--- config.mk ---
export PLATFORM = sky130hd
export DESIGN_NAME = day4_scan_sched_flat
export DESIGN_NICKNAME = d
export VERILOG_FILES = /design/src/rtl/day4_scan_sched_if.sv /design/src/rtl/day4_scan_sched.sv /design/src/flat_wrapper.sv
export SDC_FILE = /design/constraint.sdc
export NUM_CORES = 1
export LEC_CHECK = 0
export CAP_MARGIN = 10
export CORE_UTILIZATION = 46
export CTS_CLUSTER_SIZE = 20
export DETAILED_ROUTE_END_ITERATION = 8
export HOLD_SLACK_MARGIN = 0.05
export MAX_ROUTING_LAYER = met4
export PLACE_DENSITY = 0.76
export SETUP_SLACK_MARGIN = 0.3
export SYNTH_ARGS = -nofsm -noshare
export SYNTH_HDL_FRONTEND = slang
export SYNTH_SLANG_ARGS = --single-unit
--- constraint.sdc ---
create_clock -name clk -period 2.2 [get_ports clk]
set_input_delay 0.33 -clock clk [delete_from_list [all_inputs] [get_ports clk]]
set_output_delay 0.33 -clock clk [all_outputs]
set_load 0.01 [all_outputs]
--- src/rtl/day4_scan_sched_if.sv ---
// Handshake bundle between the Day 4 sequencer and its surroundings
// (top-level start/done control, grid ROM, neighbour-count datapath).
interface day4_scan_sched_if #(
  parameter int ADDR_W = 15,
  parameter int ROW_W  = 8,
  parameter int COL_W  = 8,
  parameter int PASS_W = 8
) ();
  logic              start;
  logic              mode;
  logic              rd_ready;
  logic              pass_done_in;
  logic [31:0]       pass_removed;
  logic              rom_en;
  logic [ADDR_W-1:0] rom_addr;
  logic              cell_valid;
  logic [ROW_W-1:0]  cell_row;
  logic [COL_W-1:0]  cell_col;
  logic              pass_first;
  logic              pass_last;
  logic              busy;
  logic              done;
  logic [PASS_W-1:0] pass_count;
  logic              overflow;

  // Controller side: issues start/mode and feeds datapath status.
  modport master (
    output start, mode, rd_ready, pass_done_in, pass_removed,
    input  rom_en, rom_addr, cell_valid, cell_row, cell_col,
           pass_first, pass_last, busy, done, pass_count, overflow
  );

  // Sequencer side.
  modport slave (
    input  start, mode, rd_ready, pass_done_in, pass_removed,
    output rom_en, rom_addr, cell_valid, cell_row, cell_col,
           pass_first, pass_last, busy, done, pass_count, overflow
  );
endinterface

--- src/rtl/day4_scan_sched.sv ---
// Day 4 grid sweep sequencer: walks the ROM row-major, tags each returned
// cell with its position and pass boundaries, and in Part 2 repeats sweeps
// until a pass removes nothing or the pass limit is reached.
//
// state  | meaning
// IDLE   | after reset, waiting for start
// SCAN   | issuing ROM reads, one per rd_ready cycle
// DRAIN  | all reads issued, waiting for the datapath to report the pass
// DECIDE | choose between another sweep and finishing
// DONE   | run complete, done held until the next start
module day4_scan_sched #(
  parameter int ROWS       = 140,
  parameter int COLS       = 140,
  parameter int ADDR_W     = 15,
  parameter int ROW_W      = 8,
  parameter int COL_W      = 8,
  parameter int PASS_W     = 8,
  parameter int MAX_PASSES = 255
) (
  input logic              clk,
  input logic              rst,
  day4_scan_sched_if.slave bus
);

  typedef enum logic [2:0] {IDLE, SCAN, DRAIN, DECIDE, DONE} state_t;

  localparam logic [ADDR_W-1:0] LAST_ADDR  = ADDR_W'(ROWS * COLS - 1);
  localparam logic [COL_W-1:0]  LAST_COL   = COL_W'(COLS - 1);
  localparam logic [PASS_W-1:0] PASS_LIMIT = PASS_W'(MAX_PASSES);
  localparam logic [PASS_W-1:0] PASS_SAT   = '1;

  state_t            state;
  logic              mode_q;
  logic [ROW_W-1:0]  row;
  logic [COL_W-1:0]  col;
  logic [ADDR_W-1:0] addr;
  logic [31:0]       removed_q;
  logic [PASS_W-1:0] pass_count;
  logic              overflow;
  logic              done;
  logic              cell_valid;
  logic [ROW_W-1:0]  cell_row;
  logic [COL_W-1:0]  cell_col;
  logic              pass_first;
  logic              pass_last;
  logic              rom_en;
  logic              busy;

  // Read strobe and busy decode straight from state so a stall or reset
  // takes effect in the same cycle.
  assign rom_en = (state == SCAN) && bus.rd_ready;
  assign busy   = (state == SCAN) || (state == DRAIN) || (state == DECIDE);

  // Sequencer FSM, address/row/col counters and the one-cycle cell tag
  // pipeline that lines up with the ROM read latency.
  always_ff @(posedge clk) begin
    if (rst) begin
      state      <= IDLE;
      mode_q     <= 1'b0;
      row        <= '0;
      col        <= '0;
      addr       <= '0;
      removed_q  <= '0;
      pass_count <= '0;
      overflow   <= 1'b0;
      done       <= 1'b0;
      cell_valid <= 1'b0;
      cell_row   <= '0;
      cell_col   <= '0;
      pass_first <= 1'b0;
      pass_last  <= 1'b0;
    end else begin
      cell_valid <= rom_en;
      pass_first <= rom_en && (row == '0) && (col == '0);
      pass_last  <= rom_en && (addr == LAST_ADDR);
      if (rom_en) begin
        cell_row <= row;
        cell_col <= col;
      end

      case (state)
        IDLE, DONE: begin
          if (bus.start) begin
            state      <= SCAN;
            mode_q     <= bus.mode;
            pass_count <= '0;
            overflow   <= 1'b0;
            done       <= 1'b0;
            row        <= '0;
            col        <= '0;
            addr       <= '0;
          end
        end
        SCAN: begin
          if (rom_en) begin
            // The last address is left in place; DECIDE clears it.
            if (addr == LAST_ADDR) begin
              state <= DRAIN;
            end else begin
              addr <= addr + 1'b1;
              if (col == LAST_COL) begin
                col <= '0;
                row <= row + 1'b1;
              end else begin
                col <= col + 1'b1;
              end
            end
          end
        end
        DRAIN: begin
          if (bus.pass_done_in) begin
            if (pass_count != PASS_SAT) pass_count <= pass_count + 1'b1;
            removed_q <= bus.pass_removed;
            state     <= DECIDE;
          end
        end
        DECIDE: begin
          if (!mode_q || (removed_q == 32'd0)) begin
            state <= DONE;
            done  <= 1'b1;
          end else if ((pass_count >= PASS_LIMIT) || (pass_count == PASS_SAT)) begin
            // A saturated counter also stops the run so it cannot spin forever.
            state    <= DONE;
            done     <= 1'b1;
            overflow <= 1'b1;
          end else begin
            state <= SCAN;
            row   <= '0;
            col   <= '0;
            addr  <= '0;
          end
        end
        default: state <= IDLE;
      endcase
    end
  end

  assign bus.rom_en     = rom_en;
  assign bus.rom_addr   = addr;
  assign bus.cell_valid = cell_valid;
  assign bus.cell_row   = cell_row;
  assign bus.cell_col   = cell_col;
  assign bus.pass_first = pass_first;
  assign bus.pass_last  = pass_last;
  assign bus.busy       = busy;
  assign bus.done       = done;
  assign bus.pass_count = pass_count;
  assign bus.overflow   = overflow;

endmodule

--- src/flat_wrapper.sv ---
// flat-port wrapper written by rule: the top's interface ports become plain ports
module day4_scan_sched_flat 
#(
  parameter int ROWS       = 140,
  parameter int COLS       = 140,
  parameter int ADDR_W     = 15,
  parameter int ROW_W      = 8,
  parameter int COL_W      = 8,
  parameter int PASS_W     = 8,
  parameter int MAX_PASSES = 255
)
  (clk, rst, bus_start, bus_mode, bus_rd_ready, bus_pass_done_in, bus_pass_removed, bus_rom_en, bus_rom_addr, bus_cell_valid, bus_cell_row, bus_cell_col, bus_pass_first, bus_pass_last, bus_busy, bus_done, bus_pass_count, bus_overflow);
  day4_scan_sched_if #(.ADDR_W(ADDR_W), .ROW_W(ROW_W), .COL_W(COL_W), .PASS_W(PASS_W)) bus_i ();
  input logic clk;
  input logic rst;
  input wire logic [$bits(bus_i.start)-1:0] bus_start;
  input wire logic [$bits(bus_i.mode)-1:0] bus_mode;
  input wire logic [$bits(bus_i.rd_ready)-1:0] bus_rd_ready;
  input wire logic [$bits(bus_i.pass_done_in)-1:0] bus_pass_done_in;
  input wire logic [$bits(bus_i.pass_removed)-1:0] bus_pass_removed;
  output wire logic [$bits(bus_i.rom_en)-1:0] bus_rom_en;
  output wire logic [$bits(bus_i.rom_addr)-1:0] bus_rom_addr;
  output wire logic [$bits(bus_i.cell_valid)-1:0] bus_cell_valid;
  output wire logic [$bits(bus_i.cell_row)-1:0] bus_cell_row;
  output wire logic [$bits(bus_i.cell_col)-1:0] bus_cell_col;
  output wire logic [$bits(bus_i.pass_first)-1:0] bus_pass_first;
  output wire logic [$bits(bus_i.pass_last)-1:0] bus_pass_last;
  output wire logic [$bits(bus_i.busy)-1:0] bus_busy;
  output wire logic [$bits(bus_i.done)-1:0] bus_done;
  output wire logic [$bits(bus_i.pass_count)-1:0] bus_pass_count;
  output wire logic [$bits(bus_i.overflow)-1:0] bus_overflow;
  assign bus_i.start = bus_start;
  assign bus_i.mode = bus_mode;
  assign bus_i.rd_ready = bus_rd_ready;
  assign bus_i.pass_done_in = bus_pass_done_in;
  assign bus_i.pass_removed = bus_pass_removed;
  assign bus_rom_en = bus_i.rom_en;
  assign bus_rom_addr = bus_i.rom_addr;
  assign bus_cell_valid = bus_i.cell_valid;
  assign bus_cell_row = bus_i.cell_row;
  assign bus_cell_col = bus_i.cell_col;
  assign bus_pass_first = bus_i.pass_first;
  assign bus_pass_last = bus_i.pass_last;
  assign bus_busy = bus_i.busy;
  assign bus_done = bus_i.done;
  assign bus_pass_count = bus_i.pass_count;
  assign bus_overflow = bus_i.overflow;
  day4_scan_sched #(.ROWS(ROWS), .COLS(COLS), .ADDR_W(ADDR_W), .ROW_W(ROW_W), .COL_W(COL_W), .PASS_W(PASS_W), .MAX_PASSES(MAX_PASSES)) u_core (.clk(clk), .rst(rst), .bus(bus_i));
endmodule
Yosys cells after proc, flatten, opt, wreduce, memory -nomap -nowiden
Index checks and enable logic that the tools add are counted.
- $add $sub $neg: 4
- $lt $le $gt $ge: 1
- eq/ne operators: 19
- muxes and demuxes: 33
- reduce and logical (&&, ||, !) cells: 25
- operators by type and width (kind ; count):
    $mux W8 ; 11
    $mux W15 ; 5
    $pmux W8 S3 ; 2
    $pmux W15 S3 ; 1
    $logic_not A32 Y1 ; 1
    $add A8 B1 Y8 const B ; 3
    $mux W3 ; 6
    $ne A2 B2 Y1 const B ; 9
    $eq A8 B8 Y1 const B ; 2
    $logic_not A8 Y1 ; 2
    $pmux W8 S2 ; 1
    $add A15 B1 Y15 const B ; 1
    $eq A15 B15 Y1 const B ; 1
    $pmux W3 S4 ; 1
    $reduce_and A4 Y1 ; 3
    $ge A8 B8 Y1 const B ; 1
    $ne A8 B8 Y1 const B ; 1
    $reduce_and A7 Y1 ; 1
    $eq A3 B2 Y1 const B ; 2
    $reduce_and A6 Y1 ; 1
    $logic_and A1 B1 Y1 ; 4
    $logic_or A1 B1 Y1 ; 4
    $mux W1 ; 4
    $pmux W1 S2 ; 2
    11 further kinds ; 13
- register bits: 96
- output and inout bits: 46
- word-level logic and storage cells: 96

Depth between registers and ports, before layout
- depth after elaboration: 5
- depth in mapped cells: 10
- gate-level depth less buffers: 7

Worst setup path before layout
No wires, ideal clock.
- path type: register -> register
- start point: reg u_core.addr[0], in the netlist u_core.bus.rom_addr[0]
- end point: reg u_core.col[4]
- library setup time: 0.071 ns
- data arrival time: 2.119 ns
- required time: 2.129 ns
- path slack: 0.010 ns
- stages on the path, launching flop included: 10
- clock period less this slack: 2.190 ns
- cells stage by stage: dfxtp_1 -> ha_1 -> and3_1 -> buf_2 -> a41oi_2 -> a211oi_2 -> a21o_4 -> buf_6 -> or4_1 -> a21oi_1
- word-level cells in the longest chain between the ends: 3
- RTL lines (element ; line ; text):
    from (decl) ; day4_scan_sched.sv:36 ; logic [ADDR_W-1:0] addr;
    from (signal assigned) ; day4_scan_sched.sv:100 ; addr <= addr + 1'b1;
    $eq A15 B15 Y1 ; day4_scan_sched.sv:97 ; if (addr == LAST_ADDR) begin
    $ne A2 B2 Y1 (no line) ; - ;
    $reduce_and A6 Y1 (no line) ; - ;
    to (signal assigned) ; day4_scan_sched.sv:105 ; col <= col + 1'b1;
    to (decl) ; day4_scan_sched.sv:35 ; logic [COL_W-1:0] col;
Every way passes these cells.
A chain may end at the register's enable or synchronous reset.

Worst setup path in the final report
- start point: reg u_core.addr[11], in the netlist u_core.bus.rom_addr[11]
- end point: reg u_core.col[2]
The elaborated chain is that of the path after synthesis.

==> key figures <==
Run status
  – Run status: completed

Critical path
  – Largest stage delay on the critical path: 460 ps
  – CP most frequent cell: sky130_fd_sc_hd__buf_4
  – Buffer and inverter count on the worst path: 3
  – CP Capture Type: flop
  – CP max-delay cell: sky130_fd_sc_hd__or4_1
  – Max FO, Critical Path: 5
  – Worst endpoint data arrival time: 2480 ps
  – Worst setup SP type: flop
  – Critical path cell sequence: nor4bb_4 -> buf_4 -> a41oi_4 -> a211oi_2 -> buf_4 -> a21o_4 -> buf_6 -> or4_1 -> a21oi_1
  – Reg2reg setup slack: 20 ps
  – Number of stages on the worst setup path: 9
  – Capturing point of the worst reg2reg path: u_core.col[2]
  – FF-to-FF Start: u_core.bus.rom_addr[11]
  – Type of the worst setup path: flop to flop
  – Cell class contributing the biggest share of worst-path delay: compound AO/OA/AOI/OAI gates
  – Required time of the critical path: 2500 ps
  – FF-to-FF path depth: 9

Synth
  – Post-Syn Nets: 550
  – Top_reg_cell synth: sky130_fd_sc_hd__dfxtp_1
  – Number of synthesis warnings: 0
  – Number of synthesized register bits: 96
  – Cells taking the most area after synthesis: sky130_fd_sc_hd__dfxtp_1 47%, sky130_fd_sc_hd__nand2_1 11%, sky130_fd_sc_hd__a21oi_1 9.9%, sky130_fd_sc_hd__nor2_1 3.0%, sky130_fd_sc_hd__ha_1 1.8%
  – Ys async rst share: 0%
  – Mean post-synth cell area: 8.03 um^2
  – Part of the Yosys area used for sequential elements: 47.3%
  – Share of the synthesized area in the top cell type: 47.3%
  – Post-synthesis cell type with the largest combined area: sky130_fd_sc_hd__dfxtp_1
  – Count of flip-flops with a built-in enable after synthesis: 0
  – Synth Cell Area: 0.00406 mm^2
  – Count of mapped cells out of synthesis: 506
  – Count of cell types in the netlist: 45

Drt
  – DR pass1 iterations: 5
  – Number of routed nets with antenna violations: 0
  – Routed wirelength normalized by instance count: 15.8 um
  – First-iteration detailed-routing DRC count: 212
  – Average vias per placed instance: 5.63
  – Drc violations: 0
  – Final wirelength: 11.6 mm
  – Number of vias in the routed layout: 4115

CTS
  – Source-to-sink clock delay at the later pin of the worst-skew pair: 360 ps
  – Reg clk slew, reported paths: 100 ps
  – Bufs on Longest Clock Path: 2
  – Clk sinks: 96
  – Number of hold buffers added after CTS: 0
  – Clock tree from TritonCTS: built
  – Number of buffers added by the clock tree synthesis step: 9
  – H-Tree Depth: 3
  – Buffer cell driving the clock tree root: sky130_fd_sc_hd__clkbuf_8

Layout
  – Total inserted antenna cells: 0
  – Post-layout instance area: 0.00582 mm^2
  – Final cell count without fillers: 731
  – Util after Layout: 69.4%
  – Fraction of final layout cells with drive strength greater than 1: 19.3%
  – Layout overhead on the synthesized area: 43.3%
  – Number of nets in the final layout: 665
  – Filler Cell Count: 609

Power and ir drop
  – Power consumption: 0.00328 W
  – P_leak: 1.99 nW
  – Power Density: 564 mW/mm^2
  – Worst IR drop on VDD: 0.000293 V

Place
  – Detailed Place HPWL: 7.04 mm
  – Area of placed instances: 0.00512 mm^2
  – Number of buffers added on ports: 83
  – Gp weighted congestion: 0.872
  – Post-placement cell count: 695

Global route
  – First-pass GRT wire length: 17.6 mm
  – Total GRT Usage: 25.0%
  – Number of antenna violations at the first check in global routing: 0
  – Total congestion overflow after global routing: 0
  – Vias in the first global route: 3869
  – Largest net degree at the start of global routing: 34

Die
  – Initial core utilization: 48.5%
  – Core Rows: 33
  – Area of the core: 0.00838 mm^2
  – Vertical die dimension: 96.0 um
  – Chip width: 96.0 um
  – Number of placed I/O pins: 84
  – DIE AREA: 0.00921 mm^2

Timing
  – Final hold viol count: 0
  – Unrepaired setup endpoints after global routing: yes
  – Number of max-slew violations in the final report: 0
  – Worst-margin pin slew: 517 ps
  – Minimum clock period: 2180 ps
  – Final setup vio count: 0
  – Period utilisation layout: 99.0%
  – Max frequency: 459 MHz
  – Remaining max-slew budget at the tightest pin: 65.4%
  – Worst clock skew: 12.3 ps

Flow run
  – Number of maximum-capacitance constraint violations: 0

Worst hold path
  – Worst Hold Path EP: u_core.row[2]
  – Type of the tightest min-delay check: primary input to flop
  – Depth of the worst hold-timing path: 2
  – Hold Path Origin: rst
[what timing repair did]
action,CTS,global route
pin swaps,13,16
endpoints found under the setup margin,32,33
resized for setup,32,46
buffers inserted,14,4
hold endpoints to repair,0,0
gates cloned,2,0
[state kept, by name, indices dropped and copies added, names as in the netlist, 3 cells and up]
name                   count
u_core.bus.rom_addr       15
u_core.state               3
u_core.bus.cell_col        8
u_core.row                 8
u_core.bus.cell_row        8
u_core.col                 8
u_core.bus.pass_count      8
u_core.removed_q          32
[routing by layer]
metal	global-route usage [%]	vias up	wire (um)
li1	-	1996	-
met1	30.7	1924	4830
met2	41.2	161	5740
met3	3.71	34	655
met4	10.6	0	348
met5	-	-	0
[power breakdown]
group / internal (W) / total [W] / switching, W
sequential: 0.00175 / 0.00176 / 0.0000141
combinational: 0.000208 / 0.000399 / 0.000192
clock: 0.000459 / 0.00112 / 0.000661
total: 0.00241 / 0.00328 / 0.000867
[worst max path at each step]
| stage | from | end |
|---|---|---|
| 2_1_floorplan | u_core.bus.rom_addr[0] | u_core.col[2] |
| 5_1_grt | u_core.bus.rom_addr[11] | u_core.bus.rom_addr[2] |
| 3_5_place_dp | bus_rd_ready | u_core.bus.rom_addr[9] |
| 4_1_cts | u_core.bus.rom_addr[1] | u_core.col[2] |
| 3_3_place_gp | bus_rd_ready | u_core.bus.rom_addr[0] |
| 6_report | u_core.bus.rom_addr[11] | u_core.col[2] |
[cell families after synthesis]
| group | share of synthesized area, % |
|---|---|
| multiplexers | 0.246 |
| AO/OA/AOI/OAI | 16.8 |
| AND/OR/NAND/NOR | 27.2 |
| adder cells (fa/ha/maj) | 1.85 |
| XOR/XNOR | 2.37 |
| buffers and inverters | 4.22 |
| flip-flops | 47.3 |
[synth_stat cells, types with 2 or more instances]
cell                       instances
sky130_fd_sc_hd__a21oi_1          80
sky130_fd_sc_hd__a311oi_1          4
sky130_fd_sc_hd__a31oi_1           2
sky130_fd_sc_hd__and3_1           10
sky130_fd_sc_hd__buf_2             5
sky130_fd_sc_hd__buf_4             3
sky130_fd_sc_hd__buf_6             2
sky130_fd_sc_hd__clkbuf_1         16
sky130_fd_sc_hd__dfxtp_1          96
sky130_fd_sc_hd__ha_1              6
sky130_fd_sc_hd__inv_1            10
sky130_fd_sc_hd__nand2_1         119
sky130_fd_sc_hd__nand2b_1          4
sky130_fd_sc_hd__nand3_1          13
sky130_fd_sc_hd__nand3b_1          3
sky130_fd_sc_hd__nand4_1          12
sky130_fd_sc_hd__nor2_1           32
sky130_fd_sc_hd__nor3_1           10
sky130_fd_sc_hd__nor4_1           11
sky130_fd_sc_hd__o21ai_0          14
sky130_fd_sc_hd__o21ai_1           7
sky130_fd_sc_hd__o31ai_1           5
sky130_fd_sc_hd__or3_1             5
sky130_fd_sc_hd__or4_1             7
sky130_fd_sc_hd__xnor2_1           5
sky130_fd_sc_hd__xor2_1            6
[cell usage in the layout, fill, tap and decap left out, drive strengths merged, types with 2 or more instances in the layout]
master         synthesis  layout
nand2                119     119
dfxtp                 96      96
clkdlybuf4s50          0      80
a21oi                 80      80
buf                   10      47
nor2                  32      32
o21ai                 21      21
inv                   11      15
nand3                 13      13
nand4                 12      12
clkbuf                16      11
nor4                  11      11
and3                  10      10
nor3                  10      10
or4                    7       7
xor2                   6       6
ha                     6       6
or3                    5       5
xnor2                  5       5
o31ai                  5       5
nand2b                 4       4
a311oi                 4       4
nand3b                 3       3
nor3b                  2       2
a21o                   2       2
a31oi                  2       2
clkinvlp               0       2
a211oi                 2       2
[stage by stage]
step                      hold WS (ps)  setup slack, ps  TNS (ps)
after floorplan                    436              153         0
after global placement             443            -57.2      -373
after detailed placement           446            -91.8      -906
after CTS                          236              135         0
after global routing               260            -33.8      -124
final                              255             21.9         0
[cell type report]
class | count | area [um^2] | area share, %
multi-input cells | 373 | 2250 | 38.7
flip-flops and latches | 96 | 1950 | 33.5
repair buffers | 130 | 1260 | 21.6
clock buffers | 10 | 138 | 2.37
well taps | 105 | 131 | 2.26
clock inverters | 6 | 50.0 | 0.860
inverters | 11 | 41.3 | 0.710
Power figures use the tool's default switching activity.
